$ cat config.mk
export PLATFORM = sky130hd
export DESIGN_NAME = mem_arbiter
export DESIGN_NICKNAME = d
export VERILOG_FILES = /design/src/rtl/mem_arbiter_pkg.sv /design/src/rtl/mem_arbiter_arb_prio2.sv /design/src/rtl/mem_arbiter.sv
export SDC_FILE = /design/constraint.sdc
export NUM_CORES = 1
export LEC_CHECK = 0
export CELL_PAD_IN_SITES_DETAIL_PLACEMENT = 2
export CELL_PAD_IN_SITES_GLOBAL_PLACEMENT = 2
export CORE_MARGIN = 4
export CORE_UTILIZATION = 26
export CTS_BUF_LIST = sky130_fd_sc_hd__clkbuf_8 sky130_fd_sc_hd__clkbuf_16
export CTS_CLUSTER_SIZE = 8
export DETAILED_ROUTE_END_ITERATION = 7
export HOLD_SLACK_MARGIN = 0.08
export PLACE_DENSITY_LB_ADDON = 0.15
export SLEW_MARGIN = 40
export SYNTH_ARGS = -nofsm -noshare
export SYNTH_HDL_FRONTEND = slang
export SYNTH_SLANG_ARGS = --single-unit
$ cat constraint.sdc
create_clock -name clk -period 5.22 [get_ports clk]
set_input_delay 0.783 -clock clk [delete_from_list [all_inputs] [get_ports clk]]
set_output_delay 0.783 -clock clk [all_outputs]
set_load 0.1 [all_outputs]
$ cat src/rtl/mem_arbiter_pkg.sv
// mem_arbiter_pkg: shared FSM state encoding and constants for the unified-memory arbiter.
package mem_arbiter_pkg;
  localparam int ADDR_SIZE = 32;
  localparam int XLEN = 32;
  localparam logic [3:0] BE_WORD = 4'hF;
  typedef enum logic [2:0] {
    ST_IDLE    = 3'd0,
    ST_ISSUE_D = 3'd1,
    ST_WAIT_D  = 3'd2,
    ST_ISSUE_I = 3'd3,
    ST_WAIT_I  = 3'd4
  } state_t;
endpackage

$ cat src/rtl/mem_arbiter_arb_prio2.sv
// arb_prio2: combinational fixed-priority 2-way grant (data over fetch); a requester whose
// ready pulse is high this cycle is masked so one request is never granted twice.
module arb_prio2
  import mem_arbiter_pkg::*;
(
  input  logic i_req_d,
  input  logic i_rdy_d,
  input  logic i_req_i,
  input  logic i_rdy_i,
  input  logic i_kill_i,
  output logic o_gnt_d,
  output logic o_gnt_i
);
  assign o_gnt_d = i_req_d & ~i_rdy_d;
  assign o_gnt_i = ~o_gnt_d & i_req_i & ~i_rdy_i & ~i_kill_i;
endmodule

$ cat src/rtl/mem_arbiter.sv
// mem_arbiter: shares one single-port memory between IF fetch and MEM load/store, one transaction at a time.
// Define MEMARB_TIMEOUT_EN to abort a WAIT after TIMEOUT cycles with a mem_err pulse.
module mem_arbiter
  import mem_arbiter_pkg::*;
#(
  parameter int ADDR_W  = ADDR_SIZE,
  parameter int DATA_W  = XLEN,
  parameter int TIMEOUT = 64
) (
  input  logic              clk,
  input  logic              reset,
  input  logic              if_req,
  input  logic [ADDR_W-1:0] if_addr,
  input  logic              if_kill,
  output logic              if_ready,
  output logic [DATA_W-1:0] if_rdata,
  input  logic              dm_req,
  input  logic              dm_we,
  input  logic [ADDR_W-1:0] dm_addr,
  input  logic [DATA_W-1:0] dm_wdata,
  input  logic [3:0]        dm_be,
  output logic              dm_ready,
  output logic [DATA_W-1:0] dm_rdata,
  output logic              mem_req,
  output logic              mem_we,
  output logic [ADDR_W-1:0] mem_addr,
  output logic [DATA_W-1:0] mem_wdata,
  output logic [3:0]        mem_be,
  input  logic              mem_ready,
  input  logic [DATA_W-1:0] mem_rdata,
`ifdef MEMARB_TIMEOUT_EN
  output logic              mem_err,
`endif
  output logic              stall_if,
  output logic              stall_mem
);
  state_t r_state, w_next;
  logic r_mem_req, r_mem_we, r_if_ready, r_dm_ready, r_kill;
  logic [ADDR_W-1:0] r_mem_addr;
  logic [DATA_W-1:0] r_mem_wdata, r_if_rdata, r_dm_rdata, w_rd;
  logic [3:0] r_mem_be;
  logic w_gnt_d, w_gnt_i, w_go, w_wait, w_wait_i, w_done, w_tmo, w_fire_i;

  arb_prio2 u_prio (
    .i_req_d (dm_req),
    .i_rdy_d (r_dm_ready),
    .i_req_i (if_req),
    .i_rdy_i (r_if_ready),
    .i_kill_i(if_kill),
    .o_gnt_d (w_gnt_d),
    .o_gnt_i (w_gnt_i)
  );

  assign w_go     = (r_state == ST_IDLE) & (w_gnt_d | w_gnt_i);
  assign w_wait_i = r_state == ST_WAIT_I;
  assign w_wait   = w_wait_i | (r_state == ST_WAIT_D);
  assign w_done   = w_wait & (mem_ready | w_tmo);
  // a kill seen earlier or in the response cycle swallows the fetch result
  assign w_fire_i = w_done & w_wait_i & ~r_kill & ~if_kill;
  assign w_rd     = w_tmo ? '0 : mem_rdata;

`ifdef MEMARB_TIMEOUT_EN
  localparam int CW = $clog2(TIMEOUT + 1);
  logic [CW-1:0] r_cnt;
  logic r_err;
  assign w_tmo   = w_wait & ~mem_ready & (r_cnt == CW'(TIMEOUT - 1));
  assign mem_err = r_err;
  always_ff @(posedge clk or posedge reset) begin
    if (reset) begin
      r_cnt <= '0;
      r_err <= 1'b0;
    end else begin
      r_cnt <= (w_next != r_state) ? '0 : r_cnt + CW'(w_wait);
      r_err <= w_tmo;
    end
  end
`else
  assign w_tmo = 1'b0;
`endif

  always_comb begin
    w_next = r_state;
    case (r_state)
      ST_IDLE:              w_next = w_gnt_d ? ST_ISSUE_D : (w_gnt_i ? ST_ISSUE_I : ST_IDLE);
      ST_ISSUE_D:           w_next = ST_WAIT_D;
      ST_ISSUE_I:           w_next = ST_WAIT_I;
      ST_WAIT_D, ST_WAIT_I: w_next = w_done ? ST_IDLE : r_state;
      default:              w_next = ST_IDLE;
    endcase
  end

  always_ff @(posedge clk or posedge reset) begin
    if (reset) begin
      r_state     <= ST_IDLE;
      r_mem_req   <= 1'b0;
      r_mem_we    <= 1'b0;
      r_mem_addr  <= '0;
      r_mem_wdata <= '0;
      r_mem_be    <= '0;
      r_if_ready  <= 1'b0;
      r_dm_ready  <= 1'b0;
      r_if_rdata  <= '0;
      r_dm_rdata  <= '0;
      r_kill      <= 1'b0;
    end else begin
      r_state    <= w_next;
      r_mem_req  <= w_go;
      r_if_ready <= w_fire_i;
      r_dm_ready <= w_done & ~w_wait_i;
      r_kill     <= w_go ? 1'b0 : (r_kill | (if_kill & ((r_state == ST_ISSUE_I) | w_wait_i)));
      if (w_go) begin
        r_mem_addr <= w_gnt_d ? dm_addr : if_addr;
        r_mem_we   <= w_gnt_d & dm_we;
        r_mem_be   <= w_gnt_d ? dm_be : BE_WORD;
        if (w_gnt_d) r_mem_wdata <= dm_wdata;
      end
      if (w_fire_i) r_if_rdata <= w_rd;
      if (w_done & ~w_wait_i & (~r_mem_we | w_tmo)) r_dm_rdata <= w_rd;
    end
  end

  assign mem_req   = r_mem_req;
  assign mem_we    = r_mem_we;
  assign mem_addr  = r_mem_addr;
  assign mem_wdata = r_mem_wdata;
  assign mem_be    = r_mem_be;
  assign if_ready  = r_if_ready;
  assign dm_ready  = r_dm_ready;
  assign if_rdata  = r_if_rdata;
  assign dm_rdata  = r_dm_rdata;
  assign stall_if  = if_req & ~r_if_ready;
  assign stall_mem = dm_req & ~r_dm_ready;
endmodule

After elaboration in Yosys (flattened, before gate mapping):

Cells that the tools add are included.

* register bits after elaboration: 140
* output and inout bits: 138
* logic and storage cells: 51

* equality and inequality tests: 5
* mux-type cells: 7
* bitwise gates (word level): 25
* reduce and logical (&&, ||, !) cells: 3

Operators by type and width (count)
* $mux W32: 1
* $and A1 B1 Y1: 14
* $pmux W3 S4: 1
* $not A1 Y1: 7
* $eq A3 B2 Y1 const B: 2
* $mux W2: 2
* $mux W4: 1
* $or A1 B1 Y1: 4
* $eq A3 B1 Y1 const B: 1
* $eq A3 B3 Y1 const B: 1
* $logic_not A3 Y1: 1
* $mux W3: 1
* $ne A2 B2 Y1 const B: 1
* $reduce_and A2 Y1: 1
* $reduce_or A2 Y1: 1
* $mux W1: 1

Depth between registers and ports, before layout:

Gate-level depths: netlist of the first run.

* word-level depth: 9
* gate-level depth with buffers: 6

Cells and area by module:

From an unflattened synthesis of the first run, not the netlist that was laid out.

* cells, all modules: 355
* area total of the unflattened synthesis: 5716.7 µm²

By module, submodules not included
* mem_arbiter: instances 1, cells an instance 353, area an instance 5688.0 µm²
* arb_prio2: instances 1, cells an instance 2, area an instance 28.8 µm²

Worst setup path after synthesis of the first run:

Ideal clock, no wire load.

* path kind: reg-to-output
* from: register r_dm_ready, in the netlist dm_ready
* to: output stall_mem
* arrival: 2.298 ns
* required time: 4.437 ns
* path slack: 2.139 ns
* cell stages (with the launch flop): 4
* cells stage by stage: dfrtp_1 > nand2b_1 > inv_2 > buf_1

* longest elaborated chain between the ends: 2

Ends and longest elaborated chain
* from (decl): line mem_arbiter.sv:38 `logic r_mem_req, r_mem_we, r_if_ready, r_dm_ready, r_kill;`
* from (signal assigned): line mem_arbiter.sv:109 `r_dm_ready <= w_done & ~w_wait_i;`
* $not A1 Y1: line mem_arbiter.sv:132 `assign stall_mem = dm_req & ~r_dm_ready;`
* $and A1 B1 Y1: line mem_arbiter.sv:132
* to (decl): line mem_arbiter.sv:35 `output logic stall_mem`

No other way between the ends.

Worst setup path in the final report of the first run:

* from: input dm_req
* to: output stall_mem

* longest elaborated chain between the ends: 1

Ends and longest elaborated chain
* from (decl): line mem_arbiter.sv:17 `input logic dm_req,`
* $and A1 B1 Y1: line mem_arbiter.sv:132

No other way between the ends.

==> results of run 1 <==
## synth_stat cells
master / instances / area share [%]
inv_2: 1 / 0.065
o22a_1: 4 / 0.61
mux2_1: 8 / 1.6
nor3_4: 1 / 0.28
nand2_2: 1 / 0.11
a21boi_2: 1 / 0.19
nor2b_1: 1 / 0.11
mux2_2: 88 / 17
and3b_1: 1 / 0.15
a21oi_1: 2 / 0.17
nand2b_1: 1 / 0.11
or3b_2: 32 / 4.8
o221ai_1: 1 / 0.15
a21boi_0: 1 / 0.13
inv_1: 5 / 0.32
buf_2: 8 / 0.69
dfrtp_1: 140 / 61
nand2_1: 1 / 0.065
o31ai_1: 32 / 4.2
nand3_1: 2 / 0.17
and3_1: 1 / 0.11
nor4bb_2: 1 / 0.28
and2_1: 1 / 0.11
nor2_1: 2 / 0.13
nand4_1: 1 / 0.11
o21ai_0: 5 / 0.43
or3b_1: 1 / 0.15
a2bb2oi_1: 32 / 4.8
clkbuf_1: 14 / 0.91
buf_1: 1 / 0.065
buf_6: 5 / 0.97
buf_4: 2 / 0.26
## logic make-up (layout without fill, tap and decap cells)
logic type,after synthesis,count (layout),synth area share [%]
buffers and inverters,36,322,3.289
muxes,96,96,18.70
DFF,140,140,60.59
and+or+nand+nor,47,47,6.731
AOI/OAI and AO/OA,78,78,10.69
## final cells by class
| type | count | share of cell area, % |
|---|---|---|
| Clock buffer | 17 | 4.850 |
| Clock inverter | 15 | 2.411 |
| Inverter | 6 | 0.3424 |
| Multi-Input combinational cell | 221 | 23.98 |
| Sequential cell | 140 | 39.96 |
| Tap cell | 280 | 3.994 |
| Timing Repair Buffer | 284 | 24.47 |
## metrics by stage
stage | cells | util (%) | worst slack (ns) | hold WS, ns | area (um^2)
2_1_floorplan | 397 | - | 0.6841 | 0.5324 | 5782
3_3_place_gp | 929 | 40.25 | 1.535 | 0.4668 | 8783
3_5_place_dp | 931 | 37.26 | 1.661 | 0.4774 | 8132
4_1_cts | 963 | 40.18 | 1.658 | 0.4938 | 8768
5_1_grt | 963 | 40.19 | 1.537 | 0.5048 | 8771
6_report | 963 | 40.19 | 1.680 | 0.4852 | 8771
## layer usage
layer  wire [um]  GRT usage (%)
met1        7598          18.03
met2       10380          27.92
met3        1543          5.994
met4         242          4.342
met5           0              0
## final timing paths
kind	startpoint	end	slack, ns	depth (start not counted)
setup / recovery	dm_req	stall_mem	1.68	5
hold / removal	mem_wdata[4]$_DFFE_PP0P_	mem_wdata[4]$_DFFE_PP0P_	0.49	1
setup reg to reg	dm_ready$_DFF_PP0_	mem_wdata[4]$_DFFE_PP0P_	2.65	4
hold reg to reg	mem_wdata[4]$_DFFE_PP0P_	mem_wdata[4]$_DFFE_PP0P_	0.49	1
max in group asynchronous	reset	dm_ready$_DFF_PP0_	3.48	3
min in group asynchronous	reset	mem_wdata[21]$_DFFE_PP0P_	0.89	2
## state kept, by name, summed over array words and instances (netlist names), 3 cells and up
register / count
dm_rdata: 32
if_rdata: 32
mem_addr: 32
mem_be: 4
mem_wdata: 32
r_state: 3
==> results.json, run 1 <==
{
  "cts_root_buf": "clkbuf_16",
  "ant_nets": 0,
  "worst_skew_pair.late_latency_ns": 0.42,
  "wire_per_inst_um": 20.53,
  "min_period_ns": 3.540,
  "clkTransAtPathRegs_ns": 0.06,
  "worst-setup-path-type": "input port to output pin",
  "drive_above_1_share_pct": 44.66,
  "post_cts.repair.setup_buffers": 0,
  "grt_antenna_before_repair": 0,
  "crit_required_ns": 4.44,
  "final_cell_mix": "139 x dfrtp_1, 138 x clkdlybuf4s50_1, 137 x buf_2, 88 x mux2_2",
  "num_vias": 4434,
  "viasPerCell": 4.604,
  "nets": 809,
  "ys_ff_latch": 140,
  "die_y_um": 157.1,
  "synth.avg_cell_area_um2": 14.56,
  "drv_cap": 0,
  "seqCellArea_mm2": 0.003505,
  "timing.critical_path.mode_cell": "buf_4",
  "portBuffers": 276,
  "hold_violations": 0,
  "io_pins": 277,
  "dieArea_mm2": 0.02469,
  "worstSetupStartpointType": "input port",
  "setup_viol": 0,
  "grt_use_total_pct": 15.83,
  "initial_utilization_pct": 26.49,
  "drc": 0,
  "cts_buffer_depth": 2,
  "outcome": "completed",
  "tritoncts": "done",
  "max_freq_ghz": 0.2825,
  "synth_area_mm2": 0.005782,
  "fillCellCount": 2263,
  "ctsHoldBuffers": 0,
  "timing.final.crit_share_pct": 67.82,
  "grt_max_degree": 91,
  "area_growth_pct": 51.70,
  "globalplace.congestion": 0.7427,
  "die_x_um": 157.1,
  "tns_ns": 0,
  "crit_arrival_ns": 2.76,
  "syn-num-nets": 536,
  "core-area_mm2": 0.02182,
  "synth.distinct_cells": 32,
  "numCtsBuffers": 17,
  "dpl.hpwl_um": 14310,
  "grt.overflow.total": 0,
  "slowest_stage": "inv_2",
  "cp_top_family": "buffers and inverters",
  "mostFrequentLayoutCell": "dfrtp_1",
  "relSlewSlack_pct": 50.61,
  "cts_htree_levels": 4,
  "rsz0062_at_grt": "no",
  "hp-class": "flop to flop",
  "multi_input_area_mm2": 0.002103,
  "crit_path_end_kind": "output pin",
  "num_antenna_cells": 0,
  "grt_pass1_vias": 5228,
  "num_rows": 54,
  "drv_slew": 0,
  "tightest_slew_ns": 0.7398,
  "ys_seq_area_share_pct": 60.59,
  "worstPathMaxFanout": 36,
  "path_buf_inv": 4,
  "yosys_warnings": 0,
  "grt_pass1_wl_um": 30330,
  "cp_cell_sequence": "clkdlybuf4s50_1 -> buf_4 -> nand2b_1 -> inv_2 -> buf_4",
  "first_iter_violations": 109,
  "cts.sinks": 140,
  "fin_worst_skew_ns": 0.01185,
  "wl_um": 19770,
  "slowest_delay_ns": 0.59,
  "first_pass_iters": 4,
  "synthCells": 397,
  "cts_resized": 0
}
Power of run 1 is not shown: default switching activity piles up to over one toggle a cycle in this logic, so the estimate is an artifact.
==> inputs of run 2 (changes only) <==
==> constraint.sdc (replaced) <==
create_clock -name clk -period 3.55 [get_ports clk]
set_input_delay 0.5325 -clock clk [delete_from_list [all_inputs] [get_ports clk]]
set_output_delay 0.5325 -clock clk [all_outputs]
set_load 0.1 [all_outputs]
==> run 2 against run 1 <==
  * Design area increased by 0.80%
  * Flip-flop and latch count unchanged
  * Utilization increased by 0.32 points
  * Hold slack improved by 0.0038 ns
  * Critical endpoint unchanged
  * Largest cell class unchanged
==> results.json, run 2 (same netlist as run 1, synthesis figures left out) <==
{
  "worstSetupStartpointType": "flop",
  "fillCellCount": 2258,
  "cts_root_buf": "clkbuf_16",
  "ant_nets": 0,
  "grt_max_degree": 141,
  "post_cts.repair.setup_buffers": 0,
  "grt_use_total_pct": 16.15,
  "grt_pass1_wl_um": 30860,
  "wl_um": 20000,
  "globalplace.congestion": 0.7847,
  "crit_arrival_ns": 2.17,
  "die_y_um": 157.1,
  "grt.overflow.total": 0,
  "nets": 812,
  "holdWs_ns": 0.4890,
  "tightest_slew_ns": 0.5260,
  "portBuffers": 276,
  "cts_htree_levels": 4,
  "core-area_mm2": 0.02182,
  "setup_viol": 0,
  "drv_cap": 0,
  "min_period_ns": 2.699,
  "drive_above_1_share_pct": 44.82,
  "dpl.hpwl_um": 14320,
  "first_pass_iters": 4,
  "first_iter_violations": 138,
  "wire_per_inst_um": 20.70,
  "viasPerCell": 4.690,
  "io_pins": 277,
  "worstPathMaxFanout": 35,
  "num_vias": 4531,
  "tns_ns": 0,
  "final_cell_mix": "140 x dfrtp_1, 138 x clkdlybuf4s50_1, 135 x buf_2, 88 x mux2_2",
  "fin_worst_skew_ns": 0.02157,
  "num_rows": 54,
  "relSlewSlack_pct": 65.17,
  "r2r_setup_slack_ns": 1.50,
  "tritoncts": "done",
  "timing.final.crit_share_pct": 76.02,
  "mostFrequentLayoutCell": "dfrtp_1",
  "crit_path_end_kind": "output pin",
  "numCtsBuffers": 17,
  "hp-class": "flop to flop",
  "dieArea_mm2": 0.02469,
  "cts.sinks": 140,
  "grt_pass1_vias": 5187,
  "cts_buffer_depth": 2,
  "worst_skew_pair.late_latency_ns": 0.43,
  "grt_antenna_before_repair": 1,
  "fin_util_pct": 40.51,
  "outcome": "completed",
  "worst-setup-path-type": "flop to output pin",
  "die_x_um": 157.1,
  "initial_utilization_pct": 26.49,
  "drc": 0,
  "ctsHoldBuffers": 0,
  "drv_slew": 0,
  "rsz0062_at_grt": "no",
  "crit_required_ns": 3.02,
  "clkTransAtPathRegs_ns": 0.06,
  "max_freq_ghz": 0.3705,
  "cts_resized": 0,
  "area_growth_pct": 52.91,
  "hold_violations": 0
}
run 2: cell type report:
type,count,area [um^2],share of cell area [%]
clock buffer,17,425.4,4.812
antenna,1,2.502,0.02830
timing repair buffer,287,2223,25.15
multi-input combinational,221,2102,23.78
inverter,6,26.28,0.2972
tap,280,350.3,3.963
sequential,140,3503,39.63
clock inverter,14,207.7,2.349
run 2: final timing paths:
check | from | endpoint | cells past startpoint
min in group asynchronous | reset | if_rdata[30]$_DFFE_PP0P_ | 3
max in group asynchronous | reset | dm_rdata[22]$_DFFE_PP0P_ | 4
worst min register to register | dm_rdata[22]$_DFFE_PP0P_ | dm_rdata[22]$_DFFE_PP0P_ | 1
worst max-delay path | dm_ready$_DFF_PP0_ | stall_mem | 5
worst max register to register | dm_ready$_DFF_PP0_ | mem_addr[13]$_DFFE_PP0P_ | 6
worst min-delay path | dm_rdata[22]$_DFFE_PP0P_ | dm_rdata[22]$_DFFE_PP0P_ | 1
run 2: critical path, cell delays in order (launching register included):
cell	delay [ns]
dfrtp_1	0.39
buf_4	0.24
nand2b_1	0.30
inv_2	0.14
buf_4	0.41
buf_12	0.24
run 2: metrics by stage:
stage | instance area [um^2] | cells | setup WS [ns]
after floorplan | 5786 | 397 | 0.7196
after global placement | 8837 | 932 | 0.9704
after detailed placement | 8167 | 932 | 0.8748
after CTS | 8800 | 963 | 0.8208
after global routing | 8841 | 966 | 0.7207
final | 8841 | 966 | 0.8512
run 2: per-layer routing:
layer / share of wire [%] / routed length, um / global-route usage [%] / vias up
met1: 40 / 7955 / 18.77 / 2326
met4: 0.80 / 159 / 4.670 / 0
li1: - / - / - / 2031
met5: 0 / 0 / 0 / -
met3: 9.0 / 1801 / 6.544 / 11
met2: 50 / 10080 / 27.62 / 163
Power of run 2 is left out for the same reason.
